## config.mk

```make
export PLATFORM = sky130hd
export DESIGN_NAME = pipe_stage_skid
export DESIGN_NICKNAME = d
export VERILOG_FILES = /design/src/rtl/pipe_pkg.sv /design/src/rtl/pipe_stage_skid.sv
export SDC_FILE = /design/constraint.sdc
export NUM_CORES = 1
export LEC_CHECK = 0
export CAP_MARGIN = 20
export CELL_PAD_IN_SITES_DETAIL_PLACEMENT = 1
export CELL_PAD_IN_SITES_GLOBAL_PLACEMENT = 1
export CORE_ASPECT_RATIO = 1.25
export CORE_MARGIN = 2
export CORE_UTILIZATION = 37
export CTS_CLUSTER_SIZE = 10
export DETAILED_ROUTE_END_ITERATION = 7
export GPL_ROUTABILITY_DRIVEN = 1
export HOLD_SLACK_MARGIN = 0.03
export PLACE_DENSITY = 0.87
export SLEW_MARGIN = 10
export SYNTH_ARGS = -nofsm -noshare
export SYNTH_HDL_FRONTEND = slang
export SYNTH_SLANG_ARGS = --single-unit
```

## constraint.sdc

```tcl
create_clock -name clk -period 3.45 [get_ports clk]
set_input_delay 0.8625 -clock clk [delete_from_list [all_inputs] [get_ports clk]]
set_output_delay 0.8625 -clock clk [all_outputs]
set_load 0.05 [all_outputs]
```

## src/rtl/pipe_pkg.sv

```systemverilog
// Shared definitions for the pipeline skid stage: occupancy states,
// the default payload width and a small occupancy helper.
package pipe_pkg;

  // Default payload: PC + rs1 + rs2, each 32 bits.
  localparam int PIPE_W = 96;

  // Occupancy of the stage: nothing held, main register only, main + skid.
  typedef enum logic [1:0] {
    EMPTY = 2'd0,
    BUSY  = 2'd1,
    FULL  = 2'd2
  } skid_state_t;

  // Number of payloads held in a given occupancy state.
  function automatic logic [1:0] held_count(input skid_state_t state);
    case (state)
      BUSY:    held_count = 2'd1;
      FULL:    held_count = 2'd2;
      default: held_count = 2'd0;
    endcase
  endfunction

endpackage

```

## src/rtl/pipe_stage_skid.sv

```systemverilog
// Pipeline register stage with a one-entry skid buffer. in_ready is a flop
// output, so the upstream ready path is cut from the downstream out_ready.
// A flush discards every held payload and counts the discarded ones in a
// saturating statistics counter.
module pipe_stage_skid
  import pipe_pkg::*;
#(
  parameter int WIDTH = PIPE_W,
  parameter int CNT_W = 16
) (
  input  logic             clk,
  input  logic             reset,
  input  logic             in_valid,
  input  logic [WIDTH-1:0] in_data,
  output logic             in_ready,
  output logic             out_valid,
  output logic [WIDTH-1:0] out_data,
  input  logic             out_ready,
  input  logic             flush,
  output logic [CNT_W-1:0] drop_cnt
);

  skid_state_t      state_q, state_d;
  logic [WIDTH-1:0] main_q, main_d;
  logic [WIDTH-1:0] skid_q, skid_d;
  logic             in_ready_q, in_ready_d;
  logic [CNT_W-1:0] drop_cnt_q, drop_cnt_d;

  logic             accept;
  logic             consume;
  logic [1:0]       drop_n;
  logic [CNT_W:0]   drop_sum;

  assign out_valid = (state_q != EMPTY);
  assign out_data  = main_q;
  assign in_ready  = in_ready_q;
  assign drop_cnt  = drop_cnt_q;

  assign accept  = in_valid & in_ready_q;
  assign consume = out_valid & out_ready;

  // Payloads discarded by a flush: everything held minus the one consumed
  // in the same cycle; the extra top bit of the sum detects saturation.
  assign drop_n   = held_count(state_q) - {1'b0, consume};
  assign drop_sum = {1'b0, drop_cnt_q} + (CNT_W + 1)'(drop_n);

  // Next-state, datapath steering and statistics update.
  always_comb begin
    // NOTE: every signal assigned here gets a default first so no path leaves
    // it unassigned, which would otherwise infer a latch.
    state_d    = state_q;
    main_d     = main_q;
    skid_d     = skid_q;
    drop_cnt_d = drop_cnt_q;

    if (flush) begin
      // Flush wins over every handshake; the data registers keep their last
      // value so out_data stays stable while out_valid is low.
      state_d    = EMPTY;
      drop_cnt_d = drop_sum[CNT_W] ? '1 : drop_sum[CNT_W-1:0];
    end else begin
      case (state_q)
        EMPTY: begin
          if (accept) begin
            state_d = BUSY;
            main_d  = in_data;
          end
        end
        BUSY: begin
          if (accept && consume) begin
            main_d = in_data;
          end else if (accept) begin
            state_d = FULL;
            skid_d  = in_data;
          end else if (consume) begin
            state_d = EMPTY;
          end
        end
        FULL: begin
          // in_ready is low here, so only the downstream side can move.
          if (consume) begin
            state_d = BUSY;
            main_d  = skid_q;
          end
        end
        default: begin
          state_d = EMPTY;
        end
      endcase
    end

    // Ready for the next cycle is decided from the next occupancy only.
    in_ready_d = (state_d != FULL);
  end

  // State, data and counter registers with synchronous reset.
  always_ff @(posedge clk) begin
    if (reset) begin
      // NOTE: the data registers are reset as well because out_data must
      // read zero after reset, not merely be qualified by out_valid.
      state_q    <= EMPTY;
      main_q     <= '0;
      skid_q     <= '0;
      in_ready_q <= 1'b1;
      drop_cnt_q <= '0;
    end else begin
      // NOTE: non-blocking assignments so every register samples the values
      // from before this edge, independent of statement order.
      state_q    <= state_d;
      main_q     <= main_d;
      skid_q     <= skid_d;
      in_ready_q <= in_ready_d;
      drop_cnt_q <= drop_cnt_d;
    end
  end

endmodule

```

==> run metrics <==
Die Y=179 um; share of cells above drive strength 1=5.12%; clock skew=0.00865 ns; grt ovf=0; initial antenna violation count=1; gr usage total=21.5%; DRT antenna net count=0; n_diodes=0; max-cap violation count=0; # IOs=215; Max VDD drop=0.328 mV; Initial Utilization=37.8%; die area=~0.026 mm2; Clock Latency Late Sink=0.51 ns; power per cell area=between 400 and 500 mW/mm2; static leakage=4.59 nW; final period utilization=86.0%; overall power=5.60 mW; placed insts=1,429; Worst Setup Start Kind=input pin; P_int=4.10 mW; core area=0.0239 mm2; largest net degree at the start of global routing=151; Avg WL per Cell=~19 um; HP Class=reg -> reg; Post-DP Area=around 0.011 mm2; layout net count=1,236; dpl ws=~0.0042 ns; post-CTS setup buffers=0; die width=144 um; CP Data Required Time=3.88 ns; clock network power share=40.3%; most frequent CP cell=ha_1; CTS Sinks=around 210; Crit-path slowest cell=clkdlybuf4s50_1; final hold slack=0.454 ns; H-tree depth=1; Syn Inst Count=985; switching power=1.50 mW; Worst EP arrival=between 3 and 4 ns; Sum Neg Setup Slack=0 ns; Comb pwr share=14.1%; worst min-delay path startpoint=skid_q[91]; Slew Limit Headroom=a little under half; dpl hpwl=around 17,000 um; Clock Root Buffer=clkbuf_16; worst reg2reg startpoint=state_q[1]; Vias/cell=5.64; slowest stage delay, CP=roughly 0.44 ns; vias in the first global route=a little under 9,000; Routed WL=~28,000 um; TritonCTS clock tree=done; Synth top area share=~47%; row count=63; # hold bufs at CTS=0; first-pass GRT wire length=45,200 um; Distinct cells, synth=between 40 and 50; DR DRC count=0; switch share=a little over a quarter; Mapped Avg Cell Area=9.16 um2; yosys warns=0; Placer Congestion=0.799; Critical Path, Cell by Cell=clkdlybuf4s50_1, and2_1, ha_1, inv_1, ha_1, fa_1, nand3_1, nor4_2, nand4_1, buf_4, a21oi_1; final setup vio count=0; initial DRC count=357; Worst-Margin Slew=between 0.8 and 0.9 ns; clock transition at the registers of the reported paths=0.05 ns; Synth area leader=dfxtp_1; final instance area=0.0120 mm2; max-slew violations=0; status=complete, no violations; CP Max Fanout=13; final core utilization=50.3%; Critical Path Sink Type=flip-flop; Post-CTS Resized=0; Crit Path Class=in -> reg; fin worst setup slack=0.484 ns; Pre-Repair DR Iteration Count=5; Seq pwr share=45.6%; min Tclk post-route=2.97 ns; P&R area growth vs syn=33.0%; Fmax=0.337 GHz; Seq/Total Area, Yosys=46.8%; Final Hold Vio Count=0; top post-synthesis cells by area=dfxtp_1 47%, mux2i_1 11%, o41ai_1 9.3%; IO Port Bufs=214; vias=8,219; Synth Register Bits=211; total CTS buffers=25; Non-Filler Instances=1,458; maximum clock path buffer count=3; Syn Std Cell Area=0.00903 mm2; RSZ-0062 raised after global routing=no; syn_nets=1,090; CP startpoint=out_ready
cells by family after synthesis:
group	after synthesis	share of synthesized area [%]
buf+inv	113	5.21
xor+xnor	9	0.873
compound gates	314	24.4
flops	211	46.8
mux	99	11.0
simple gates	235	11.1
fa+ha+maj	4	0.638
cells in the mapped netlist, drive strengths merged:
master  count
nor3        6
a22oi       1
o211ai     96
or3         3
o21a        1
nor2b       1
nand2     199
buf        45
nand3       5
mux2i      98
nand4       4
o211a       1
nor2        3
inv         4
o21ai       3
or2         2
and3        1
a21oi     109
a31oi       3
mux2        1
and2        1
a211oi      2
nand3b      1
a21o        1
and3b       1
fa          1
clkbuf     64
nor4        3
or4b        1
xnor2       8
nand2b      3
ha          3
nor4b       1
o41ai      96
xor2        1
a31o        1
dfxtp     211
path summary, 6_finish.rpt:
kind / to / slack, ns / cells past startpoint
hold reg to reg: skid_q[91] / 0.45 / 2
setup / recovery: drop_cnt[10] / 0.48 / 11
hold / removal: skid_q[91] / 0.45 / 2
setup reg to reg: drop_cnt[10] / 0.59 / 11
layout make-up:
cell class / instances / area [um2]
timing repair buffer: 228 / 2350
multi-input combinational: 661 / 4360
clock buffer: 27 / 643
fill: 2711 / 11900
tap: 325 / 407
clock inverter: 2 / 10.0
sequential: 211 / 4220
inverter: 4 / 16.3
power by group through the flow:
stage | Clock (mW) | Combinational, mW | Sequential [mW]
after floorplan | 0 | 0.250 | 2.80
after global placement | 0 | 0.777 | 2.60
after detailed placement | 0 | 0.789 | 2.60
after CTS | 2.32 | 0.793 | 2.55
after global routing | 2.41 | 0.837 | 2.56
final | 2.25 | 0.789 | 2.55
per-layer routing:
metal  up-vias  global-route usage, %  part of all wire (%)
met5         -                      0                 0.046
met2       203                   39.8                    50
met3        38                   4.70                   5.7
met1      4047                   24.8                    42
met4         2                   5.56                   1.8
li1       3929                      -                     -
placed cells by master, fill, tap and decap left out, types with 3 or more instances in the layout:
master,count
a21oi_1,108
a31oi_1,3
buf_12,8
buf_4,6
clkbuf_16,25
clkdlybuf4s50_1,212
clkinv_2,3
dfxtp_1,211
ha_1,3
inv_1,3
mux2i_1,98
nand2_1,198
nand3_1,4
nand4_1,4
nor2_1,3
nor3_1,5
o211ai_1,96
o41ai_1,96
xnor2_1,8
registers in the layout, summed over array words and instances (netlist names):
signal and count:
state_q 2, drop_cnt 16, skid_q 96, in_ready 1, out_data 96
critical path, delay by kind of cell:
family,cells,cell delay (ns)
AO/OA/AOI/OAI,1,0.14
adder cells (fa/ha/maj),3,0.73
buffers and inverters,3,0.71
AND/OR/NAND/NOR,4,0.95
No activity file was read; power rests on OpenSTA's default activity.
